File: src/rtl/div_pkg.sv
// rtl/div_pkg.sv - shared constants for the sequential restoring divider
package div_pkg;

   localparam logic [1:0] ST_IDLE = 2'd0;
   localparam logic [1:0] ST_RUN  = 2'd1;
   localparam logic [1:0] ST_DONE = 2'd2;

   localparam int WA_DEF = 8;
   localparam int WB_DEF = 4;

   // Step counter must reach WA, so it needs clog2(WA+1) bits
   localparam int CW = $clog2(WA_DEF + 1);

   function automatic int cw_of(input int wa);
      return $clog2(wa + 1);
   endfunction

endpackage

File: src/rtl/div_if.sv
// rtl/div_if.sv - start/busy/done request and result bundle of the divider
interface div_if
   import div_pkg::*;
#(
   parameter int WA = WA_DEF,
   parameter int WB = WB_DEF
);
   logic          start;
   logic [WA-1:0] a;
   logic [WB-1:0] b;
   logic          busy;
   logic          done;
   logic [WA-1:0] q;
   logic [WB-1:0] r;
   logic          dbz;

   modport master (output start, a, b, input busy, done, q, r, dbz);
   modport slave  (input start, a, b, output busy, done, q, r, dbz);
endinterface

File: src/rtl/div_step.sv
// rtl/div_step.sv - one combinational restoring shift-subtract step
module div_step
   import div_pkg::*;
#(
   parameter int WB = WB_DEF
) (
   input  logic [WB:0]   rem_in,
   input  logic          bit_in,
   input  logic [WB-1:0] divisor,
   output logic [WB:0]   rem_out,
   output logic          qbit
);

   // rem_in is always below the divisor, so its msb is zero; keeping it in the
   // trial value makes the compare exact without relying on that invariant
   logic [WB+1:0] t;
   logic [WB:0]   diff;

   // Shift in the next dividend bit, subtract when it fits, else restore
   always_comb begin
      t       = {rem_in, bit_in};
      diff    = t[WB:0] - {1'b0, divisor};
      qbit    = (t >= {2'b00, divisor});
      rem_out = qbit ? diff : t[WB:0];
   end

endmodule

File: src/rtl/div_seq.sv
// rtl/div_seq.sv - sequential restoring divider, one quotient bit per clock
module div_seq
   import div_pkg::*;
#(
   parameter int WA = WA_DEF,
   parameter int WB = WB_DEF
) (
   input logic   clk,
   input logic   rst,
   div_if.slave  bus
);

   localparam int CNT_W = cw_of(WA);
   localparam logic [CNT_W-1:0] LAST_STEP = CNT_W'(WA - 1);

   logic [1:0]       state;
   // The dividend register doubles as the working quotient: each step the
   // consumed msb leaves and the new quotient bit enters at the lsb
   logic [WA-1:0]    dvd;
   logic [WB-1:0]    dsr;
   logic [WB:0]      rem;
   logic [CNT_W-1:0] cnt;
   logic [WA-1:0]    q_r;
   logic [WB-1:0]    r_r;
   logic             dbz_r;

   logic [WB:0]      rem_nx;
   logic             qbit;

   div_step #(.WB(WB)) u_step (
      .rem_in  (rem),
      .bit_in  (dvd[WA-1]),
      .divisor (dsr),
      .rem_out (rem_nx),
      .qbit    (qbit)
   );

   // Control FSM, working registers and result registers
   always_ff @(posedge clk or posedge rst) begin
      if (rst) begin
         state <= ST_IDLE;
         dvd   <= '0;
         dsr   <= '0;
         rem   <= '0;
         cnt   <= '0;
         q_r   <= '0;
         r_r   <= '0;
         dbz_r <= 1'b0;
      end else begin
         case (state)
            ST_IDLE: begin
               if (bus.start) begin
                  if (bus.b != '0) begin
                     state <= ST_RUN;
                     dvd   <= bus.a;
                     dsr   <= bus.b;
                     rem   <= '0;
                     cnt   <= '0;
                  end else begin
                     // Divide by zero finishes immediately with a fixed result
                     state <= ST_DONE;
                     q_r   <= '1;
                     r_r   <= bus.a[WB-1:0];
                     dbz_r <= 1'b1;
                  end
               end
            end
            ST_RUN: begin
               dvd <= {dvd[WA-2:0], qbit};
               rem <= rem_nx;
               cnt <= cnt + 1'b1;
               if (cnt == LAST_STEP) begin
                  state <= ST_DONE;
                  q_r   <= {dvd[WA-2:0], qbit};
                  r_r   <= rem_nx[WB-1:0];
                  dbz_r <= 1'b0;
               end
            end
            ST_DONE: begin
               state <= ST_IDLE;
            end
            default: begin
               state <= ST_IDLE;
            end
         endcase
      end
   end

   assign bus.busy = (state != ST_IDLE);
   assign bus.done = (state == ST_DONE);
   assign bus.q    = q_r;
   assign bus.r    = r_r;
   assign bus.dbz  = dbz_r;

endmodule

File: src/flat_wrapper.sv
// flat-port wrapper written by rule: the top's interface ports become plain ports
module div_seq_flat import div_pkg::*;
#(
   parameter int WA = WA_DEF,
   parameter int WB = WB_DEF
)
  (clk, rst, bus_start, bus_a, bus_b, bus_busy, bus_done, bus_q, bus_r, bus_dbz);
  div_if #(.WA(WA), .WB(WB)) bus_i ();
  input logic clk;
  input logic rst;
  input wire logic [$bits(bus_i.start)-1:0] bus_start;
  input wire logic [$bits(bus_i.a)-1:0] bus_a;
  input wire logic [$bits(bus_i.b)-1:0] bus_b;
  output wire logic [$bits(bus_i.busy)-1:0] bus_busy;
  output wire logic [$bits(bus_i.done)-1:0] bus_done;
  output wire logic [$bits(bus_i.q)-1:0] bus_q;
  output wire logic [$bits(bus_i.r)-1:0] bus_r;
  output wire logic [$bits(bus_i.dbz)-1:0] bus_dbz;
  assign bus_i.start = bus_start;
  assign bus_i.a = bus_a;
  assign bus_i.b = bus_b;
  assign bus_busy = bus_i.busy;
  assign bus_done = bus_i.done;
  assign bus_q = bus_i.q;
  assign bus_r = bus_i.r;
  assign bus_dbz = bus_i.dbz;
  div_seq #(.WA(WA), .WB(WB)) u_core (.clk(clk), .rst(rst), .bus(bus_i));
endmodule
File: config.mk
export PLATFORM = sky130hd
export DESIGN_NAME = div_seq_flat
export DESIGN_NICKNAME = d
export VERILOG_FILES = /design/src/rtl/div_pkg.sv /design/src/rtl/div_if.sv /design/src/rtl/div_step.sv /design/src/rtl/div_seq.sv /design/src/flat_wrapper.sv
export SDC_FILE = /design/constraint.sdc
export NUM_CORES = 1
export LEC_CHECK = 0
export CORE_MARGIN = 5
export CORE_UTILIZATION = 35
export CTS_CLUSTER_DIAMETER = 80
export DETAILED_ROUTE_END_ITERATION = 10
export GPL_ROUTABILITY_DRIVEN = 1
export GPL_TIMING_DRIVEN = 0
export MAX_ROUTING_LAYER = met4
export PLACE_DENSITY = 0.56
export SKIP_LAST_GASP = 1
export SLEW_MARGIN = 20
export SYNTH_ARGS = -nofsm -noshare
export SYNTH_HDL_FRONTEND = slang
export SYNTH_SLANG_ARGS = --single-unit
File: constraint.sdc
create_clock -name clk -period 6.1 [get_ports clk]
set_input_delay 0.915 -clock clk [delete_from_list [all_inputs] [get_ports clk]]
set_output_delay 0.915 -clock clk [all_outputs]
set_load 0.01 [all_outputs]
# Word level (Yosys, flattened, before mapping)
# Index checks and enable logic that the tools add are counted.
[totals] in_bits=15 output_inout_bits=15 ff_bits=36 elab_cells=52
[classes] n_addsub=2 n_eq_ne=7 reduce_logical=8 n_mux=26 magnitude_cmp=1
[op_table] cell="8-bit 2-to-1 mux" n=5
[op_table] cell="8-bit case mux with 2 select lines" n=2
[op_table] cell="4-bit 2-to-1 mux" n=5
[op_table] cell="4-bit case mux with 2 select lines" n=2
[op_table] cell="5-bit 2-to-1 mux" n=3
[op_table] cell="5-bit case mux with 2 select lines" n=1
[op_table] cell="6-bit by 4-bit >= comparator with 1-bit output" n=1
[op_table] cell="2-bit 2-to-1 mux" n=3
[op_table] cell="3-bit AND reduction" n=2
[op_table] cell="5-bit by 4-bit subtractor with 5-bit output" n=1
[op_table] cell="4-bit by 1-bit adder with 4-bit output, second input constant" n=1
[op_table] cell="4-bit by 3-bit equality test with 1-bit output, second input constant" n=1
[op_table] cell="2-bit by 1-bit != test with 1-bit output, second input constant" n=2
[op_table] cell="2-bit != test, second input constant" n=2
[op_table] cell="2-bit case mux with 2 select lines" n=1
[op_table] cell="4-bit AND reduction" n=1
[op_table] cell="2-bit nonzero test" n=2
[op_table] cell="4-bit nonzero test" n=1
[op_table] cell="1-bit 2-to-1 mux" n=3
[op_table] cell="2-bit by 1-bit equality test with 1-bit output, second input constant" n=1
[op_table] cell="2-bit equality test, second input constant" n=1
[op_table] cell="2-bit logical NOT" n=1
[op_table] cell="1-bit case mux with 2 select lines" n=1
[op_table] cell="2-bit AND reduction" n=1

# Longest topological paths before layout
[depth] depth_word=4 depth_mapped=8

# By module
# A second synthesis with hierarchy kept.
[hier_totals] hier_cells=161 hier_area_um2=1888.1
[modules_own_cells] mod="div_seq" area_each_um2=1654.1 n_inst=1 cells_per_inst=132
[modules_own_cells] mod="div_step" area_each_um2=234.0 n_inst=1 cells_per_inst=29

# Worst setup path before layout
# No wires, ideal clock.
[synth_timing] kind="register to register" from="register u_core.dvd[7]" to="register u_core.r_r[0] (netlist: u_core.bus.r[0])" path_stages_with_launch=9 synth_period_minus_slack_ps=2001 n_path_buf=0 slack_ps=4099 arrival_ps=1872 t_required_ps=5970 setup_ps=130 path_cell_list="dfrtp_1 -> inv_1 -> ha_1 -> inv_1 -> fa_1 -> a21o_2 -> a2111oi_0 -> a211o_1 -> a31oi_1"
[synth_between] elab_chain_len=4 elab_cells_between_ends=5 classes_between="add/sub (1); order compare (1); mux (3)"
[synth_rtl] element="start, declared" line_no="div_seq.sv:19" source="logic [WA-1:0] dvd;"
[synth_rtl] element="start signal, assigned" line_no="div_seq.sv:55" source="dvd <= bus.a;"
[synth_rtl] element="start signal, assigned" line_no="div_seq.sv:69" source="dvd <= {dvd[WA-2:0], qbit};"
[synth_rtl] element="5-bit by 4-bit subtractor with 5-bit output or 6-bit by 4-bit >= comparator with 1-bit output (tied branches)" line_no="div_step.sv:22, div_step.sv:23"
[synth_rtl] element="5-bit 2-to-1 mux *" line_no="div_step.sv:24" source="rem_out = qbit ? diff : t[WB:0];"
[synth_rtl] element="4-bit 2-to-1 mux *" line_no="div_seq.sv:72" source="if (cnt == LAST_STEP) begin"
[synth_rtl] element="4-bit case mux with 2 select lines *" line_no="div_seq.sv:50" source="case (state)"
[synth_rtl] element="end signal, assigned" line_no="div_seq.sv:63" source="r_r <= bus.a[WB-1:0];"
[synth_rtl] element="end signal, assigned" line_no="div_seq.sv:75" source="r_r <= rem_nx[WB-1:0];"
[synth_rtl] element="end, declared" line_no="div_seq.sv:24" source="logic [WB-1:0] r_r;"
# Every way passes the cells marked *; elsewhere a longest branch is shown, timed or not. The select of a mux whose other input is x is not followed.
# A chain may end at the register's enable or synchronous reset.

# Final worst setup path
[layout_timing] from="register u_core.state[1]" to="output bus_done"
[layout_between] elab_chain_len=1
[layout_rtl] element="start, declared" line_no="div_seq.sv:16" source="logic [1:0] state;"
[layout_rtl] element="start signal, assigned" line_no="div_seq.sv:41" source="state <= ST_IDLE;"
[layout_rtl] element="start signal, assigned" line_no="div_seq.sv:54" source="state <= ST_RUN;"
[layout_rtl] element="start signal, assigned" line_no="div_seq.sv:61" source="state <= ST_DONE;"
[layout_rtl] element="2-bit equality test" line_no="div_seq.sv:90" source="assign bus.done = (state == ST_DONE);"
[layout_rtl] element="end, declared" line_no="flat_wrapper.sv:15" source="output wire logic [$bits(bus_i.done)-1:0] bus_done;"
# No other way between the ends.

==> flow_summary.json <==
{
  "finalSetupViolCount": 0,
  "cts_buffers": 5,
  "die_height_um": 82.9,
  "gp_congestion": 0.811,
  "leakage_nw": 0.998,
  "io_pins": 30,
  "relSlewSlack_pct": 57.2,
  "crit_fanout": 10,
  "drive_above_1_share_pct": 10.0,
  "tns_ps": 0,
  "via_per_inst": 5.12,
  "status": "complete, no violations",
  "clk_latency_ps": 290,
  "syn-cell-area_mm2": 0.00186,
  "nFillCells": 543,
  "htreeDepth": 2,
  "initial_core_util_pct": 36.2,
  "finalHoldViolations": 0,
  "routed-wl-met2_um": 2200,
  "synthCells": 193,
  "ys_types": 44,
  "io_buffer_count": 29,
  "first_pass_iters": 5,
  "post-route-period-util_pct": 47.8,
  "maxSlewViolCount": 0,
  "yosysWarnings": 0,
  "nNetsFinal": 251,
  "async_flop_share_pct": 100,
  "antenna_left": 0,
  "drt-total-wl_um": 4660,
  "n_antenna_cell": 0,
  "fin_hold_ws_ps": 512,
  "dp_hpwl_um": 3340,
  "cts_tree": "built",
  "ys_ff_latch": 36,
  "cp_data_arrival_time_ps": 2000,
  "worst_slew_pin_slew_ps": 637,
  "gr-total-overflow": 0,
  "grt_max_degree": 34,
  "r2r_cells": 8,
  "fp.dieW_um": 82.9,
  "drt_iter0_drc": 45,
  "powerDensity_mw_per_mm2": 584,
  "worstHoldPathType": "reg -> reg",
  "top_layer_used": "met4",
  "max_freq_mhz": 343,
  "hold_buffers": 0,
  "route.detailed.drc": 0,
  "routedWlPerCell_um": 15.5,
  "worstSetupEndpointType": "output pin",
  "area.growth.synth_to_final_pct": 25.6,
  "min_path_cells": 1,
  "grt_pass1_wl_um": 8130,
  "layout.cells.non_filler": 300,
  "synth_flop_cell": "dfrtp_1",
  "crit_path_start_kind": "flop",
  "wl_met3_um": 150,
  "avgSynthCellArea_um2": 9.63,
  "rows": 26,
  "cts-root-buf": "clkbuf_8",
  "cts_num_sinks": 36,
  "grt_pass1_vias": 1626,
  "cts-resized-gates": 0,
  "vias": 1536,
  "cts.reportedPaths.clkPinSlew_ps": 70,
  "syn-num-nets": 214,
  "seq_area_frac_synth_pct": 48.5,
  "dp_cells": 293,
  "cp_data_required_time_ps": 5180,
  "dieArea_mm2": 0.00687,
  "synth_edf_count": 0,
  "fin_crit_ps": 2920,
  "cts_max_path_buffers": 2,
  "finalPower_w": 0.00136,
  "post-cts-setup-buffer-count": 0,
  "criticalPathCategory": "reg -> out",
  "rsz0062_at_grt": "no",
  "wl_met1_um": 2280,
  "antenna_found_initial": 0,
  "core_area_mm2": 0.00514,
  "fin_skew_ps": 5.96,
  "ir_worst_vdd_uv": 222,
  "grtUsageTotal_pct": 14.7,
  "max_cap_violations": 0
}
[layout by cell type, fill, tap and decap left out, drive strengths merged, types with 2 or more instances in the layout]
cell	synthesis	layout
a2111oi	3	3
a211o	2	2
a211oi	2	2
a21o	2	2
a21oi	24	24
a22o	2	2
a31oi	10	10
buf	4	5
clkbuf	5	11
clkdlybuf4s50	0	29
dfrtp	36	36
ha	5	5
inv	12	12
mux2	4	4
nand2	24	24
nand3	2	2
nor2	23	23
o211ai	2	2
o21ai	7	7
o22ai	2	2
o31ai	3	3
xnor2	2	2
[final timing paths]
check,startpoint,to,slack (ps)
max in group asynchronous,rst,u_core.rem[3],4900
setup reg to reg,u_core.dvd[7],u_core.bus.r[0],3880
min in group asynchronous,rst,u_core.state[0],810
hold reg to reg,u_core.dsr[3],u_core.dsr[3],510
hold / removal,u_core.dsr[3],u_core.dsr[3],510
setup / recovery,u_core.state[1],bus_done,3180
[cell families (layout without fill, tap and decap cells)]
family          after synthesis  in the layout  share of synthesized area [%]
compound gates               65             65                           24.7
xor+xnor                      3              3                           1.41
fa+ha+maj                     6              6                           4.44
buf+inv                      21             58                           4.78
flops                        36             36                           48.5
mux                           5              5                           2.96
simple gates                 57             57                           13.3
[critical path, cell delays in order, from the launching register on]
cell and delay (ps):
dfrtp_1 440, inv_1 210, clkbuf_1 440, nor2_1 120, clkdlybuf4s50_1 500
[sequential cells by signal, indices dropped and copies added (netlist names)]
| signal | flops |
|---|---|
| u_core.rem | 5 |
| u_core.bus.dbz | 1 |
| u_core.state | 2 |
| u_core.dvd | 8 |
| u_core.cnt | 4 |
| u_core.dsr | 4 |
| u_core.bus.q | 8 |
| u_core.bus.r | 4 |
[synthesized netlist by cell type, types with 2 or more instances]
cell       count  area share (%)
a2111oi_0      2            0.94
a211o_1        2            0.94
a211oi_1       2            0.81
a21oi_1       24             6.5
a22o_1         2            0.94
a31oi_1       10             3.4
buf_2          3            0.81
clkbuf_1       3            0.61
clkbuf_2       2            0.54
dfrtp_1       36              48
ha_1           5             3.4
inv_1         12             2.4
mux2_2         4             2.4
nand2_1       24             4.8
nand3_1        2            0.54
nor2_1        23             4.6
o21ai_0        6             1.6
o22ai_1        2            0.67
o31ai_1        3             1.2
xnor2_1        2            0.94
[metrics by stage]
stage          utilization, %  worst slack [ps]  instance area, um2
6_report                 45.4              3180                2330
2_1_floorplan               -              4100                1860
4_1_cts                  45.4              3180                2330
3_3_place_gp             43.5              3330                2240
5_1_grt                  45.4              3080                2330
3_5_place_dp             43.9              3320                2260
[power breakdown]
part | internal, W | switching, W
clock network | 0.0000777 | 0.0000837
registers | 0.000360 | 0.0000803
logic | 0.000342 | 0.000420
[layer usage]
metal	global-route usage (%)	up-vias
li1	-	764
met1	19.9	731
met2	22.7	35
met3	2.97	6
met4	3.57	0
met5	-	-
[cell type report]
class,instances,area [um2],share of cell area (%)
Buffer,9,43.8,1.88
Sequential cell,36,901,38.6
Inverter,12,45.0,1.93
Timing Repair Buffer,30,310,13.3
Tap cell,70,87.6,3.75
Clock inverter,1,5.00,0.214
Multi-Input combinational cell,136,870,37.2
Clock buffer,6,72.6,3.11
No activity file was read; power rests on OpenSTA's default activity.
